==> config.mk <==
export PLATFORM = sky130hd
export DESIGN_NAME = bcd_count_ctrl
export DESIGN_NICKNAME = d
export VERILOG_FILES = /design/src/rtl/bcd_ctrl_pkg.sv /design/src/rtl/btn_debounce.sv /design/src/rtl/bcd_count_ctrl.sv
export SDC_FILE = /design/constraint.sdc
export NUM_CORES = 1
export LEC_CHECK = 0
export CORE_MARGIN = 2
export CORE_UTILIZATION = 43
export CTS_CLUSTER_SIZE = 28
export DETAILED_ROUTE_END_ITERATION = 12
export PLACE_DENSITY = 0.65
export SLEW_MARGIN = 20
export SYNTH_ARGS = -nofsm -noshare
export SYNTH_HDL_FRONTEND = slang
export SYNTH_SLANG_ARGS = --single-unit
==> constraint.sdc <==
create_clock -name Clk -period 5.3 [get_ports Clk]
set_clock_uncertainty 0.15 [all_clocks]
set_input_delay 0.53 -clock Clk [delete_from_list [all_inputs] [get_ports Clk]]
set_output_delay 0.53 -clock Clk [all_outputs]
set_load 0.005 [all_outputs]
==> src/rtl/bcd_ctrl_pkg.sv <==
// Shared definitions for the stopwatch run-control block: FSM encoding,
// rate-select codes and default prescaler terminal values.
package bcd_ctrl_pkg;

  typedef enum logic [1:0] {
    ST_IDLE  = 2'd0,
    ST_RUN   = 2'd1,
    ST_PAUSE = 2'd2,
    ST_CLEAR = 2'd3
  } state_e;

  localparam logic [1:0] RATE_SLOW     = 2'b00;
  localparam logic [1:0] RATE_MED      = 2'b01;
  localparam logic [1:0] RATE_FAST     = 2'b10;
  localparam logic [1:0] RATE_SLOW_ALT = 2'b11;

  localparam int unsigned DEF_DEBOUNCE_CYCLES = 1_000_000;
  localparam logic [31:0] DEF_TOP_SLOW = 32'd99_999_999;
  localparam logic [31:0] DEF_TOP_MED  = 32'd9_999_999;
  localparam logic [31:0] DEF_TOP_FAST = 32'd999_999;

  // Map a rate-select code onto its prescaler terminal value.
  function automatic logic [31:0] sel_top(input logic [1:0]  sel,
                                          input logic [31:0] top_slow,
                                          input logic [31:0] top_med,
                                          input logic [31:0] top_fast);
    case (sel)
      RATE_SLOW, RATE_SLOW_ALT: sel_top = top_slow;
      RATE_MED:                 sel_top = top_med;
      RATE_FAST:                sel_top = top_fast;
      default:                  sel_top = top_slow;
    endcase
  endfunction

endpackage

==> src/rtl/btn_debounce.sv <==
// Push-button conditioner: 2-FF synchronizer, stability counter and a
// single-cycle pulse on each accepted rising edge of the debounced level.
module btn_debounce #(
  parameter int unsigned DEBOUNCE_CYCLES = 1_000_000
) (
  input  logic Clk,
  input  logic Reset,
  input  logic btn_raw,
  output logic press
);

  localparam int unsigned CNT_W = (DEBOUNCE_CYCLES > 1) ? $clog2(DEBOUNCE_CYCLES) : 1;
  localparam logic [CNT_W-1:0] CNT_LAST = CNT_W'(DEBOUNCE_CYCLES - 1);

  logic [1:0]       sync_r;
  logic [CNT_W-1:0] cnt_r;
  logic             level_r;
  logic             level_d_r;
  logic             press_r;

  // Bring the raw button into the Clk domain.
  always_ff @(posedge Clk or negedge Reset) begin
    if (!Reset) begin
      sync_r <= 2'b00;
    end else begin
      sync_r <= {sync_r[0], btn_raw};
    end
  end

  // The level only flips after the synchronized input has differed for
  // DEBOUNCE_CYCLES consecutive samples; any return resets the count.
  always_ff @(posedge Clk or negedge Reset) begin
    if (!Reset) begin
      cnt_r   <= {CNT_W{1'b0}};
      level_r <= 1'b0;
    end else if (sync_r[1] == level_r) begin
      cnt_r   <= {CNT_W{1'b0}};
    end else if (cnt_r == CNT_LAST) begin
      cnt_r   <= {CNT_W{1'b0}};
      level_r <= sync_r[1];
    end else begin
      cnt_r   <= cnt_r + CNT_W'(1);
    end
  end

  // Registered rising-edge detect of the debounced level.
  always_ff @(posedge Clk or negedge Reset) begin
    if (!Reset) begin
      level_d_r <= 1'b0;
      press_r   <= 1'b0;
    end else begin
      level_d_r <= level_r;
      press_r   <= level_r & ~level_d_r;
    end
  end

  assign press = press_r;

endmodule

==> src/rtl/bcd_count_ctrl.sv <==
// Run-control sequencer for the BCD stopwatch: start/pause/clear FSM and
// a rate-selectable prescaler producing count-enable and clear pulses.
module bcd_count_ctrl
  import bcd_ctrl_pkg::*;
#(
  parameter int unsigned DEBOUNCE_CYCLES = DEF_DEBOUNCE_CYCLES,
  parameter logic [31:0] TOP_SLOW        = DEF_TOP_SLOW,
  parameter logic [31:0] TOP_MED         = DEF_TOP_MED,
  parameter logic [31:0] TOP_FAST        = DEF_TOP_FAST
) (
  input  logic       Clk,
  input  logic       Reset,
  input  logic       BtnStartStop,
  input  logic       BtnClear,
  input  logic [1:0] RateSel,
  output logic       CountEn,
  output logic       CountClr,
  output logic       Running,
  output logic       Paused
);

  logic [1:0]  rst_sync_r;
  logic        rst_n_s;
  logic [1:0]  rate_meta_r;
  logic [1:0]  rate_sync_r;
  logic [1:0]  rate_r;
  logic        ss_press_s;
  logic        clr_press_s;
  state_e      state_r;
  state_e      next_state_s;
  logic [31:0] presc_r;
  logic [31:0] presc_next_s;
  logic [31:0] top_s;
  logic        rate_chg_s;
  logic        term_s;
  logic        tick_s;
  logic        count_en_r;
  logic        count_clr_r;
  logic        running_r;
  logic        paused_r;

  // Reset asserts immediately and releases two clocks later.
  always_ff @(posedge Clk or negedge Reset) begin
    if (!Reset) begin
      rst_sync_r <= 2'b00;
    end else begin
      rst_sync_r <= {rst_sync_r[0], 1'b1};
    end
  end

  assign rst_n_s = rst_sync_r[1];

  btn_debounce #(.DEBOUNCE_CYCLES(DEBOUNCE_CYCLES)) u_deb_ss (
    .Clk     (Clk),
    .Reset   (rst_n_s),
    .btn_raw (BtnStartStop),
    .press   (ss_press_s)
  );

  btn_debounce #(.DEBOUNCE_CYCLES(DEBOUNCE_CYCLES)) u_deb_clr (
    .Clk     (Clk),
    .Reset   (rst_n_s),
    .btn_raw (BtnClear),
    .press   (clr_press_s)
  );

  // Synchronize the rate switches and keep a registered copy for change detect.
  always_ff @(posedge Clk or negedge rst_n_s) begin
    if (!rst_n_s) begin
      rate_meta_r <= 2'b00;
      rate_sync_r <= 2'b00;
      rate_r      <= 2'b00;
    end else begin
      rate_meta_r <= RateSel;
      rate_sync_r <= rate_meta_r;
      rate_r      <= rate_sync_r;
    end
  end

  // Next-state and prescaler decision; Clear outranks StartStop.
  always_comb begin
    rate_chg_s   = (rate_sync_r != rate_r);
    top_s        = sel_top(rate_r, TOP_SLOW, TOP_MED, TOP_FAST);
    term_s       = (presc_r == top_s);
    next_state_s = state_r;
    presc_next_s = presc_r;
    tick_s       = 1'b0;

    case (state_r)
      ST_IDLE: begin
        if (clr_press_s)     next_state_s = ST_CLEAR;
        else if (ss_press_s) next_state_s = ST_RUN;
        else                 next_state_s = ST_IDLE;
      end
      ST_RUN: begin
        if (clr_press_s)     next_state_s = ST_CLEAR;
        else if (ss_press_s) next_state_s = ST_PAUSE;
        else                 next_state_s = ST_RUN;
      end
      ST_PAUSE: begin
        if (clr_press_s)     next_state_s = ST_CLEAR;
        else if (ss_press_s) next_state_s = ST_RUN;
        else                 next_state_s = ST_PAUSE;
      end
      ST_CLEAR: next_state_s = ST_IDLE;
      default:  next_state_s = ST_IDLE;
    endcase

    // A terminal match on the way out of RUN holds at TOP so the tick
    // fires on the first RUN cycle after resume instead.
    if ((state_r == ST_CLEAR) || rate_chg_s) begin
      presc_next_s = 32'd0;
    end else if (state_r == ST_RUN) begin
      if (term_s && (next_state_s == ST_RUN)) begin
        presc_next_s = 32'd0;
        tick_s       = 1'b1;
      end else if (term_s) begin
        presc_next_s = presc_r;
      end else begin
        presc_next_s = presc_r + 32'd1;
      end
    end else begin
      presc_next_s = presc_r;
    end
  end

  // State, prescaler and registered outputs.
  always_ff @(posedge Clk or negedge rst_n_s) begin
    if (!rst_n_s) begin
      state_r     <= ST_IDLE;
      presc_r     <= 32'd0;
      count_en_r  <= 1'b0;
      count_clr_r <= 1'b0;
      running_r   <= 1'b0;
      paused_r    <= 1'b0;
    end else begin
      state_r     <= next_state_s;
      presc_r     <= presc_next_s;
      count_en_r  <= tick_s;
      count_clr_r <= (next_state_s == ST_CLEAR);
      running_r   <= (next_state_s == ST_RUN);
      paused_r    <= (next_state_s == ST_PAUSE);
    end
  end

  assign CountEn  = count_en_r;
  assign CountClr = count_clr_r;
  assign Running  = running_r;
  assign Paused   = paused_r;

endmodule
==> impl_results.md <==
* Ports at 10
* M3 GR Usage at 3.73%
* Fin util at 47.4%
* Leak at 2.13 nW
* Register share of total power at 59.8%
* CP delay by family, top: compound AO/OA/AOI/OAI gates
* Most common cell in the netlist: dfrtp_1
* Area Overhead vs Synth at 7.29%
* RSZ-0062 raised after global routing: false
* Global-route wire length before repair at 15900 um
* Fmax at 361 MHz
* Crit Path Class: register to register
* Vias in the first global route at 3290
* Crit path cell chain: inv_1 > ha_1 > or3_1 > a221oi_4 > o2bb2ai_4 > o21ba_2 > mux2i_1
* Share of cells above drive strength 1 at 6.96%
* Register-to-Register Path Depth at 7
* Grt ovf at 0
* Status: finished, final reports clean
* Syn Area/Cell at 9.73 um2
* Die ar. at 12000 um2
* Sw Share at 25.5%
* Inserted Diodes at 0
* Post-cts repair resize count at 0
* Clock power share at 35.9%
* Placement Cell Area at 4980 um2
* Min Clock Period, post-route at 2.77 ns
* Most crowded layer after global routing: met2
* Ys flop type: dfrtp_1
* I/O Buffers at 9
* Met1 Use GR at 23.0%
* Initial antenna violation count at 0
* Synthesized instance count at 494
* Reg clk slew, reported paths at 0.09 ns
* Cell count along the critical path at 7
* Critical path required time at 5.44 ns
* CTS buffer count at 9
* Commonest cells in the netlist: 96 x dfrtp_1, 61 x nor2_1, 56 x nand2_1, 52 x nand3_1, 26 x xor2_1
* Routed vias at 3538
* Net switching power at 0.000321 W
* Vias per inst at 5.50
* Pint at 0.000936 W
* Slowest cell on crit path: a221oi_4
* Clock Tree Buf Depth at 2
* CP Data Arrival Time at 2.91 ns
* Layout Cells excl Fill at 643
* Global-route usage over all layers at 16.8%
* Final Setup Violations at 0
* Core area at 10900 um2
* TritonCTS clock tree: yes
* Seq/Total Area, Yosys at 50.0%
* Post-synth ARST share at 100%
* Crit. End Element: register
* Setup Fix Bufs, Post-CTS at 0
* Site Rows at 38
* Hold crit path type: register to async pin
* Synth warn at 0
* H-tree levels at 3
* Area leader, netlist: dfrtp_1
* Final Max Tran Viols at 0
* Met2 Use GR at 26.5%
* Die Wd at 110 um
* Yosys cell types at 56
* Critical path startpoint category: register
* Critical path's largest stage delay at 0.54 ns
* Starting Density at 44.1%
* Routed len/inst at 14.3 um
* Mapped Nets at 505
* First-pass detailed-route iteration total at 4
* DRT antenna net count at 0
* Number of synthesized register bits at 96
* Dpl cells at 627
* Initial DRC count at 250
* Accumulated negative setup slack at 0 ns
* Clock Sinks at 96
* # hold bufs at CTS at 0
* Post-route cell area at 5160 um2
* Clock root buffer: clkbuf_8
* Critical path buffer and inverter count at 1
* Max-Cap Viols at 0
* Final Hold Fails at 0
* CP max FO at 32
* Comb power frac at 4.3%
* Largest net degree at the start of global routing at 61
* Total power at 0.00126 W
* Top cells by area, synth: dfrtp_1 50%, nand3_1 5.4%, nor2_1 4.8%
* Post-Syn Area at 4810 um2
* Fin crit share at 52.2%
* Clk_lat worst skew at 0.37 ns
* Worst vdd ir at 179 uV
* Residual DRC at 0
* HPWL Detailed at 6100 um
* Top cell type's share of synthesized area at 50.0%
* Fillers at 1032
* Slew @ Worst Pin at 0.781 ns
* Post-synth EDFFs at 0
* Routability congestion estimate at 0.840
* Final wirelength at 9170 um
* Pwr Density at 244 nW/um2
* Layout Nets at 509
* Max-slew headroom at 47.5%
* Die H at 110 um
-- layout make-up --
class | instances | area [um2] | share of cell area, %
inverters | 11 | 41.3 | 0.801
flip-flops and latches | 96 | 2410 | 46.7
clock inverters | 6 | 51.3 | 0.995
well taps | 140 | 175 | 3.40
multi-input cells | 370 | 2260 | 43.8
repair buffers | 10 | 97.6 | 1.89
clock buffers | 10 | 128 | 2.48
-- power groups by stage --
stage	sequential [W]	clock [W]	combinational, W
6_report	0.000752	0.000451	0.0000545
5_1_grt	0.000755	0.000502	0.0000626
4_1_cts	0.000752	0.000470	0.0000556
3_5_place_dp	0.000767	0	0.0000553
3_3_place_gp	0.000766	0	0.0000546
2_1_floorplan	0.000770	0	0.0000385
-- per-layer routing --
layer	vias up	routed length, um
met5	-	0
met4	0	90
met3	8	239
met2	45	4390
met1	1748	4450
li1	1737	-
-- worst reg2reg max path, cell delays in order, from the launching register on --
cell and delay [ns]:
dfrtp_1 0.40, inv_1 0.06, ha_1 0.36, or3_1 0.38
a221oi_4 0.54, o2bb2ai_4 0.42, o21ba_2 0.25, mux2i_1 0.12
-- through the flow --
stage	worst slack [ns]	hold WS, ns
2_1_floorplan	2.28	0.0844
3_3_place_gp	2.63	0.147
3_5_place_dp	2.56	0.153
4_1_cts	2.51	0.142
5_1_grt	2.36	0.132
6_report	2.53	0.135
-- layout by cell type, fill, tap and decap left out, types with 5 or more instances in the layout --
master	instances
a21oi_1	15
a31oi_1	5
and3_1	7
and4_1	7
clkbuf_8	9
clkdlybuf4s50_1	9
dfrtp_1	95
ha_1	5
inv_1	11
mux2i_1	6
nand2_1	56
nand3_1	52
nand4_1	16
nor2_1	61
nor2b_1	7
nor3_1	12
nor4_1	7
o21ai_0	6
or2_2	5
or3_1	7
xnor2_1	17
xor2_1	26
-- worst paths after layout --
check,slack [ns],from,endpoint
worst max-delay path,2.53,rate_r[0]$_DFF_PN0_,presc_r[5]$_DFFE_PN0P_
worst min-delay path,0.13,rst_sync_r[1]$_DFF_PN0_,u_deb_ss.sync_r[0]$_DFF_PN0_
worst max register to register,2.53,rate_r[0]$_DFF_PN0_,presc_r[5]$_DFFE_PN0P_
worst min register to register,0.13,rst_sync_r[1]$_DFF_PN0_,u_deb_ss.sync_r[0]$_DFF_PN0_
max in group asynchronous,3.75,rst_sync_r[1]$_DFF_PN0_,presc_r[9]$_DFFE_PN0P_
min in group Clk,0.20,u_deb_clr.sync_r[0]$_DFF_PN0_,u_deb_clr.sync_r[1]$_DFF_PN0_
-- kinds of logic after synthesis --
group | synth area share [%]
AND/OR/NAND/NOR | 27.1
adder cells (fa/ha/maj) | 1.30
AO/OA/AOI/OAI | 8.70
flip-flops | 50.0
other | 0.0780
buffers and inverters | 3.05
XOR/XNOR | 7.84
multiplexers | 1.95
-- flip-flops by register name, indices dropped and copies added, names as in the netlist, 2 cells and up --
name,count
rst_sync_r,2
rate_r,2
presc_r,32
u_deb_clr.cnt_r,20
rate_meta_r,2
u_deb_clr.sync_r,2
u_deb_ss.cnt_r,20
rate_sync_r,2
u_deb_ss.sync_r,2
state_r,2
Power figures use the tool's default switching activity.
